## config.mk

```make
export PLATFORM = sky130hd
export DESIGN_NAME = instruction_fetch
export DESIGN_NICKNAME = d
export VERILOG_FILES = /design/src/rtl/instruction_fetch.sv
export SDC_FILE = /design/constraint.sdc
export NUM_CORES = 1
export LEC_CHECK = 0
export ABC_AREA = 1
export ABC_CLOCK_PERIOD_IN_PS = 1500
export CAP_MARGIN = 0
export CORE_MARGIN = 5
export CORE_UTILIZATION = 45
export CTS_BUF_LIST = sky130_fd_sc_hd__clkbuf_16
export CTS_CLUSTER_SIZE = 16
export DETAILED_ROUTE_END_ITERATION = 7
export GPL_TIMING_DRIVEN = 0
export PLACE_DENSITY = 0.84
export RECOVER_POWER = 25
export SKIP_LAST_GASP = 1
export SYNTH_ARGS = -nofsm -noshare
export SYNTH_HDL_FRONTEND = slang
export SYNTH_SLANG_ARGS = --single-unit
```

## constraint.sdc

```tcl
create_clock -name clk -period 1.5 [get_ports clk]
set_input_delay 0.15 -clock clk [delete_from_list [all_inputs] [get_ports clk]]
set_output_delay 0.15 -clock clk [all_outputs]
set_load 0.05 [all_outputs]
```

## src/rtl/instruction_fetch.sv

```systemverilog
// Fetch stage: owns the PC, addresses the instruction ROM and registers the returned word into IF/ID.
// Optional feature macro: MISALIGN_TRAP_EN (trap misaligned redirects to TRAP_PC instead of truncating).
module instruction_fetch #(
    parameter int          ADDR_W   = 6,
    parameter logic [31:0] RESET_PC = 32'h0,
    parameter logic [31:0] TRAP_PC  = 32'h0000_0020
) (
    input  logic              clk,
    input  logic              rst_n,
    output logic [ADDR_W-1:0] i_mem_addr,
    input  logic [31:0]       i_mem_data,
    input  logic              stall,
    input  logic              redirect,
    input  logic [31:0]       redirect_target,
    input  logic              halt,
    output logic [31:0]       if_id_instr,
    output logic [31:0]       if_id_pc,
    output logic [31:0]       if_id_pc_plus4,
    output logic              if_id_valid,
    output logic [31:0]       fetch_count,
    output logic              misalign
);

    typedef enum logic [1:0] {
        BOOT = 2'd0,
        RUN  = 2'd1,
        HALT = 2'd2
    } state_t;

    state_t      state;
    logic [31:0] pc;
    logic [31:0] pc_plus4;
    logic [31:0] next_target;
    logic        target_trap;

    assign i_mem_addr = pc[ADDR_W-1:0];
    assign pc_plus4   = pc + 32'd4;

    // Resolve where a redirect actually lands, depending on the misalignment policy.
    always_comb begin
`ifdef MISALIGN_TRAP_EN
        target_trap = |redirect_target[1:0];
        next_target = target_trap ? TRAP_PC : redirect_target;
`else
        target_trap = 1'b0;
        next_target = redirect_target & 32'hFFFF_FFFC;
`endif
    end

    always_ff @(posedge clk or negedge rst_n) begin
        if (!rst_n) begin
            state          <= BOOT;
            pc             <= RESET_PC;
            if_id_instr    <= 32'h0;
            if_id_pc       <= 32'h0;
            if_id_pc_plus4 <= 32'h0;
            if_id_valid    <= 1'b0;
            fetch_count    <= 32'h0;
            misalign       <= 1'b0;
        end else begin
            misalign <= 1'b0;
            case (state)
                // One settling cycle for the ROM; halt and redirect are not looked at here.
                BOOT: begin
                    state <= RUN;
                end
                RUN: begin
                    if (redirect) begin
                        pc          <= next_target;
                        if_id_valid <= 1'b0;
                        misalign    <= target_trap;
                    end else if (halt) begin
                        state       <= HALT;
                        if_id_valid <= 1'b0;
                    end else if (!stall) begin
                        if_id_instr    <= i_mem_data;
                        if_id_pc       <= pc;
                        if_id_pc_plus4 <= pc_plus4;
                        if_id_valid    <= 1'b1;
                        pc             <= pc_plus4;
                        fetch_count    <= fetch_count + 32'd1;
                    end
                end
                HALT: begin
                    if_id_valid <= 1'b0;
                    if (redirect) begin
                        pc       <= next_target;
                        misalign <= target_trap;
                        state    <= RUN;
                    end
                end
                default: begin
                    state <= BOOT;
                end
            endcase
        end
    end

endmodule

```

==> results.md, run 1 <==
- Status: finished with violations
- Failing checks: negative setup slack
- Initial DRC count: 1058
- Initial core utilization: 0.460
- CTS tree: built
- Syn-to-layout area delta: 65.3%
- Tot Pwr: 29.0 mW
- Mapped Cells: between 1000 and 1500
- GPL Wtd Cong: approximately 0.9
- Hold Fails Final Rpt: 0
- Sequential area share after synthesis: 0.492
- Dpl ws: -0.335 ns
- Slew Limit Fails: 0
- P_sw: 14.7 mW
- TritonCTS Sinks: about 160
- Initial antenna violation count: 0
- Largest family of logic cells by synthesized area: simple AND/OR/NAND/NOR gates
- Switching Share: 0.508
- GR Overflow Total: 0
- Placed cell area: slightly above 0.01 mm2
- Final nets: approximately 1400
- Die X: around 140 um
- Hold crit path type: in2reg
- YS warnings: 0
- Antenna viol nets, final: 0
- Distinct cells, synth: 35
- Critical Path AT: slightly above 2 ns
- Mapped cell area: around 0.0080 mm2
- Gate power share: 0.577
- Synth Area in Compound Gates: 0.0551
- Maximum Capacitance Violations: 0
- Leakage: approximately 6.2 nW
- Share of post-route cells with drive strength above 1: 0.392
- Layout Skew: approximately 0.009 ns
- Clock buffer depth: 2
- Final Util: 0.761
- TNS Setup: -14.45 ns
- Most frequent cells in the layout: nand2_1, dfrtp_1, nand2_2, nor2_1, clkdlybuf4s50_1
- Clock Latency Late Sink: between 0.4 and 0.5 ns
- Internal power: about 14 mW
- Reg power frac: 0.277
- First-pass detailed-route iteration total: 8
- Crit Path Max Fanout: 6
- Number of diodes: 0
- Fill count: about 1100
- Total wire length: 32400 um
- Worst-Margin Slew: around 1.1 ns
- Worst Slack Setup Final: -0.212 ns
- Adder-cell share of the synthesized area: 0.00783
- Mux contribution to synthesized area: 0
- Simple-gate portion of the synthesized area: 0.356
- DIE AREA: ~0.02 mm2
- Tmin final: around 1.7 ns
- Largest net degree at the start of global routing: 83
- CP startpoint: pc[3]$_DFFE_PN0P_
- Area of the multi-input gates: roughly 0.0048 mm2
- First-pass GRT wire length: approximately 43000 um
- Slew HR: 0.285
- Die Y: 143 um
- Xor/xnor share of the synthesized area: 0.0302
- Routed WL per cell: 20.5 um
- RR Startpoint: pc[3]$_DFFE_PN0P_
- Final Cycle Share: 1.14
- CP Launch Type: flip-flop
- CTS root buffer: clkbuf_16
- CTS Buf Count: 17
- Register area: about 0.004 mm2
- Total GRT Usage: 0.270
- Drt drc: 0
- Commonest non-fill, non-tap cell in the layout: nand2_1
- Post-synth top flop: dfrtp_1
- WP data required: approximately 1.9 ns
- PwrDens: 2200 mW/mm2
- DR vias/cell: roughly 5.7
- Finish-stage setup viols: 167
- Register bit total from synthesis: between 150 and 200
- Core Rows: 48
- Fin area: ~0.013 mm2
- EDFF count, synth: 0
- Fmax: 0.584 GHz
- RSZ-0062 raised after global routing: true
- Vias: 9011
- Crit. End Element: flip-flop
- Kind of critical path: reg2reg
- # IOs: 205
- Dpl hpwl: about 18000 um
- H-tree Lvls: 4
- Number of global-route vias before repair: slightly above 8000
- I/O Buffers: around 200
- Clock Power Share: 0.147
- Syn avg cell area: ~7.6 um2
- Worst-path clk slew: roughly 0.060 ns
- Ys async rst share: 1.00
- Hold_sp: i_mem_data[29]
- Worst VDD drop: about 2000 uV
- Core footprint: 0.0174 mm2
[cells by family after synthesis]
family                   Yosys count
AO/OA/AOI/OAI                     82
buffers and inverters            102
XOR/XNOR                          25
flip-flops                       157
AND/OR/NAND/NOR                  679
other                              1
adder cells (fa/ha/maj)            5
[power by group through the flow]
| stage | Combinational [mW] | Sequential (mW) | Clock (mW) |
|---|---|---|---|
| detailed placement | 13.0 | 7.50 | 0 |
| finish | 16.7 | 8.02 | 4.25 |
| global placement | 12.8 | 7.45 | 0 |
| floorplan | 4.08 | 11.8 | 0 |
| global route | 17.4 | 8.16 | 4.43 |
| CTS | 13.9 | 7.47 | 4.20 |
[per-stage QoR]
stage	std cells	hold WS [ns]
after detailed placement	1478	0.262
after floorplan	1057	-0.146
final	1584	0.247
after global routing	1584	0.273
after global placement	1477	0.461
after CTS	1546	0.243
[metal layers]
layer  global-route usage  share of wire  vias up
met2                0.461           0.49      676
met1                0.329           0.34     4240
li1                     -              -     3870
met3               0.0486          0.099      225
met4                0.134          0.067        0
met5                    0              0        -
[synth_stat cells (9+ instances only)]
cell      instances  share of area
inv_1            48          0.023
dfrtp_1         157           0.49
nor2_2            9         0.0070
xor2_1           17          0.019
nand3_1          47          0.029
nand2_1         443           0.21
o21ai_0          50          0.031
a31oi_1          12         0.0094
buf_4            13          0.012
nor2_1          142          0.067
buf_2            17          0.011
clkbuf_1         12         0.0056
o21ai_1          11         0.0069
[area by class of cell]
type	instances	share of cell area
clock buffers	17	0.0322
clock inverters	15	0.0100
multi-input cells	798	0.360
flip-flops and latches	157	0.301
plain buffers	44	0.0462
repair buffers	271	0.211
well taps	225	0.0213
inverters	57	0.0185
[what timing repair did]
action	CTS	global route
pin swaps	31	50
hold buffers	1	0
setup endpoints to repair	281	214
setup buffers	23	34
hold endpoints to repair	81	0
cloned	12	10
gates resized for setup	404	428
[path summary, 6_finish.rpt]
check	end	slack (ns)	depth (start not counted)
worst max register to register	pc[8]$_DFFE_PN0P_	-0.21	6
worst min-delay path	if_id_instr[29]$_DFFE_PN0P_	0.25	3
worst max-delay path	pc[8]$_DFFE_PN0P_	-0.21	6
worst min register to register	if_id_instr[2]$_DFFE_PN0P_	0.47	2
min in group asynchronous	fetch_count[10]$_DFFE_PN0P_	0.47	2
max in group asynchronous	pc[12]$_DFFE_PN0P_	0.05	3
[registers in the layout, indices dropped and copies added, names as in the netlist]
register,flops
state,2
if_id_pc_plus4,30
pc,30
fetch_count,32
if_id_valid,1
if_id_pc,30
if_id_instr,32
[worst max-delay path: stages, from the launching register on]
cell	delay [ns]
dfrtp_2	0.45
ha_4	0.18
nand3_1	0.14
nor2_2	0.27
xor2_1	0.33
nor2_1	0.09
o22ai_1	0.15
(Power assumes the default switching activity.)
==> run 2, diff against run 1 <==
--- a/config.mk
+++ b/config.mk
@@ -7,7 +7,7 @@
 export LEC_CHECK = 0
 export ABC_AREA = 1
 export ABC_CLOCK_PERIOD_IN_PS = 1500
-export CAP_MARGIN = 0
+export CAP_MARGIN = 20
 export CORE_MARGIN = 5
 export CORE_UTILIZATION = 45
 export CTS_BUF_LIST = sky130_fd_sc_hd__clkbuf_16
==> results of run 2 <==
The final DEF is identical to that of run 1; final timing and power are the same.
==> run 3, diff against run 2 <==
--- a/config.mk
+++ b/config.mk
@@ -11,8 +11,9 @@
 export CORE_MARGIN = 5
 export CORE_UTILIZATION = 45
 export CTS_BUF_LIST = sky130_fd_sc_hd__clkbuf_16
-export CTS_CLUSTER_SIZE = 16
+export CTS_CLUSTER_SIZE = 20
 export DETAILED_ROUTE_END_ITERATION = 7
+export GPL_ROUTABILITY_DRIVEN = 0
 export GPL_TIMING_DRIVEN = 0
 export PLACE_DENSITY = 0.84
 export RECOVER_POWER = 25
==> run 3 against run 2 <==
Setup slack got worse by 0.0015 ns. Largest power group unchanged. Cell area is 9.0% lower. First-iteration DRC count down 8.8%. Cell count down 2.1%. The run still ends with negative setup slack left. Highest routed layer unchanged. Critical path type unchanged. Largest cell class unchanged.
==> results.md, run 3 (synthesis results as in run 1) <==
- Core footprint: 0.0174 mm2 (unchanged)
- Crit Path Max Fanout: 8 (+2)
- Crit. End Element: flip-flop
- Largest regs: fetch_count (32), if_id_instr (32)
- Cell class contributing the biggest share of worst-path delay: buffers and inverters
- Syn-to-layout area delta: 50.5%
- Clock Latency Late Sink: 0.43 ns (about the same)
- Worst-path clk slew: 0.06 ns (about the same)
- P_sw: 13.2 mW (-10%)
- GR Overflow Total: 0 (unchanged)
- Status: finished with violations
- Core Rows: 48 (unchanged)
- CP max-delay cell: dfrtp_1
- Clock Power Share: 0.171 (+0.024)
- # IOs: 205 (unchanged)
- First-pass GRT wire length: 40100 um (-6.9%)
- PwrDens: 2210 mW/mm2 (+0.39%)
- I/O Buffers: 195 (unchanged)
- CTS tree: built
- Final Util: 0.693 (-0.0683)
- Hold crit path type: in2reg
- Tmin final: 1.71 ns (+0.00154 ns)
- Worst Slack Setup Final: -0.213 ns (-0.00154 ns)
- Critical-path cell list: inv_2, ha_4, inv_2, nor2_4, nand2_4, buf_4, clkbuf_16, buf_4, clkbuf_16, o21ai_1
- Placed cell area: 0.0103 mm2 (about the same)
- Fill count: 1316 (+23%)
- Internal power: 13.3 mW (-6.8%)
- Antenna viol nets, final: 0 (unchanged)
- Number of global-route vias before repair: 8036 (-3.4%)
- Critical Path AT: 2.06 ns (about the same)
- Final Cycle Share: 1.14 (about the same)
- Gate power share: 0.540 (-0.037)
- CP bufs+invs: 6 (+6)
- Final nets: 1387 (-2.3%)
- Share of post-route cells with drive strength above 1: 0.256 (-0.137)
- Worst-Margin Slew: 0.955 ns (-0.117 ns)
- Clock buffer depth: 2 (unchanged)
- Initial antenna violation count: 0 (unchanged)
- Finish-stage setup viols: 151 (-9.6%)
- Fmax: 0.584 GHz (about the same)
- Tot Pwr: 26.5 mW (-8.6%)
- WHS Path Cells: 3 (unchanged)
- Layout Skew: 0.00865 ns (-0.000350 ns)
- Die X: 143 um (unchanged)
- DIE AREA: 0.0205 mm2 (unchanged)
- Most frequent cells in the layout: nand2_1, dfrtp_1, nor2_1, clkdlybuf4s50_1, inv_1
- Initial DRC count: 965 (-8.8%)
- Kind of critical path: reg2reg
- Slew HR: 0.363 (+0.0782)
- First-pass detailed-route iteration total: 6 (-2)
- Fin area: 0.0120 mm2 (-9.0%)
- H-tree Lvls: 4 (unchanged)
- Worst VDD drop: 1520 uV (-23%)
- Total GRT Usage: 0.250 (-0.0196)
- CTS root buffer: clkbuf_16
- Maximum Capacitance Violations: 0 (unchanged)
- FF-to-FF path depth: 10 (+4)
- CP Launch Type: flip-flop
- CP Depth: 10 (+4)
- Leakage: 5.75 nW (-7.4%)
- Failing checks: negative setup slack
- Vias: 8349 (-7.3%)
- Total wire length: 27900 um (-14%)
- CTS Buf Count: 17 (unchanged)
- Drt drc: 0 (unchanged)
- Die Y: 143 um (unchanged)
- Max incr delay on CP: 0.40 ns (-0.05 ns)
- Switching Share: 0.498 (-0.0100)
- Final hold slack: 0.252 ns (+0.00442 ns)
- Routed WL per cell: 18.0 um (-12%)
- Dpl hpwl: 18500 um (-0.12%)
- Largest net degree at the start of global routing: 92 (+11%)
- Slew Limit Fails: 0 (unchanged)
- WP data required: 1.85 ns (about the same)
- TritonCTS Sinks: 157 (unchanged)
- Reg power frac: 0.288 (+0.011)
- Hold Fails Final Rpt: 0 (unchanged)
- Initial core utilization: 0.460 (unchanged)
- RSZ-0062 raised after global routing: true
- DR vias/cell: 5.38 (-5.4%)
- Number of diodes: 0 (unchanged)
- Commonest non-fill, non-tap cell in the layout: nand2_1
-- run 3: changes by cell type in the layout (fill, tap and decap cells not counted), sizes merged --
cell,change
inv,+2
clkbuf,-3
clkinvlp,+1
dlygate4sd2,+3
bufinv,+2
clkinv,-5
buf,-33
-- run 3: power groups by stage --
stage,sequential [mW],combinational (mW),clock (mW)
finish,7.65,14.3,4.54
global route,7.85,15.1,4.73
CTS,7.47,13.4,4.53
detailed placement,7.50,13.0,0
global placement,7.45,12.8,0
floorplan,11.8,4.08,0
-- run 3: repair_timing --
action,4_1_cts,5_1_grt
hold buffers,1,0
pin swaps,24,21
resized for setup,319,243
endpoints found under the setup margin,281,217
hold endpoints to repair,66,0
setup buffers,12,15
cloned,4,9
-- run 3: path summary, 6_finish.rpt --
kind | start | end | slack, ns
worst max-delay path | state[1]$_DFFE_PN0P_ | if_id_pc[7]$_DFFE_PN0P_ | -0.21
worst min register to register | if_id_instr[22]$_DFFE_PN0P_ | if_id_instr[22]$_DFFE_PN0P_ | 0.47
max in group asynchronous | rst_n | if_id_pc_plus4[21]$_DFFE_PN0P_ | 0.12
min in group asynchronous | rst_n | fetch_count[6]$_DFFE_PN0P_ | 0.42
worst min-delay path | i_mem_data[27] | if_id_instr[27]$_DFFE_PN0P_ | 0.25
worst max register to register | state[1]$_DFFE_PN0P_ | if_id_pc[7]$_DFFE_PN0P_ | -0.21
-- run 3: routing by layer --
layer | up-vias | track usage | part of all wire
met5 | - | 0 | 0
met4 | 0 | 0.119 | 0.047
met3 | 120 | 0.0479 | 0.084
met2 | 466 | 0.431 | 0.50
met1 | 3950 | 0.303 | 0.36
li1 | 3813 | - | -
-- run 3: area by class of cell --
class	count	area, um2	share of cell area
Timing Repair Buffer	237	2360	0.196
Multi-Input combinational cell	798	4060	0.338
Tap cell	225	282	0.0234
Inverter	57	234	0.0195
Clock buffer	17	425	0.0354
Sequential cell	157	3970	0.330
Clock inverter	15	180	0.0150
Buffer	45	515	0.0429
-- run 3: through the flow --
step                      setup TNS [ns]  instances  setup WS, ns
after floorplan                   -0.408       1057       -0.0624
after global placement          -1005.28       1477         -6.72
after detailed placement          -34.45       1478        -0.314
after CTS                         -11.08       1527        -0.213
after global routing              -35.34       1551        -0.294
final                             -14.46       1551        -0.213
-- run 3: worst register-to-register path: stages (launching register included) --
cell       delay, ns
dfrtp_1         0.40
inv_2           0.09
ha_4            0.15
inv_2           0.04
nor2_4          0.09
nand2_4         0.08
buf_4           0.16
clkbuf_16       0.18
buf_4           0.15
clkbuf_16       0.15
o21ai_1         0.14
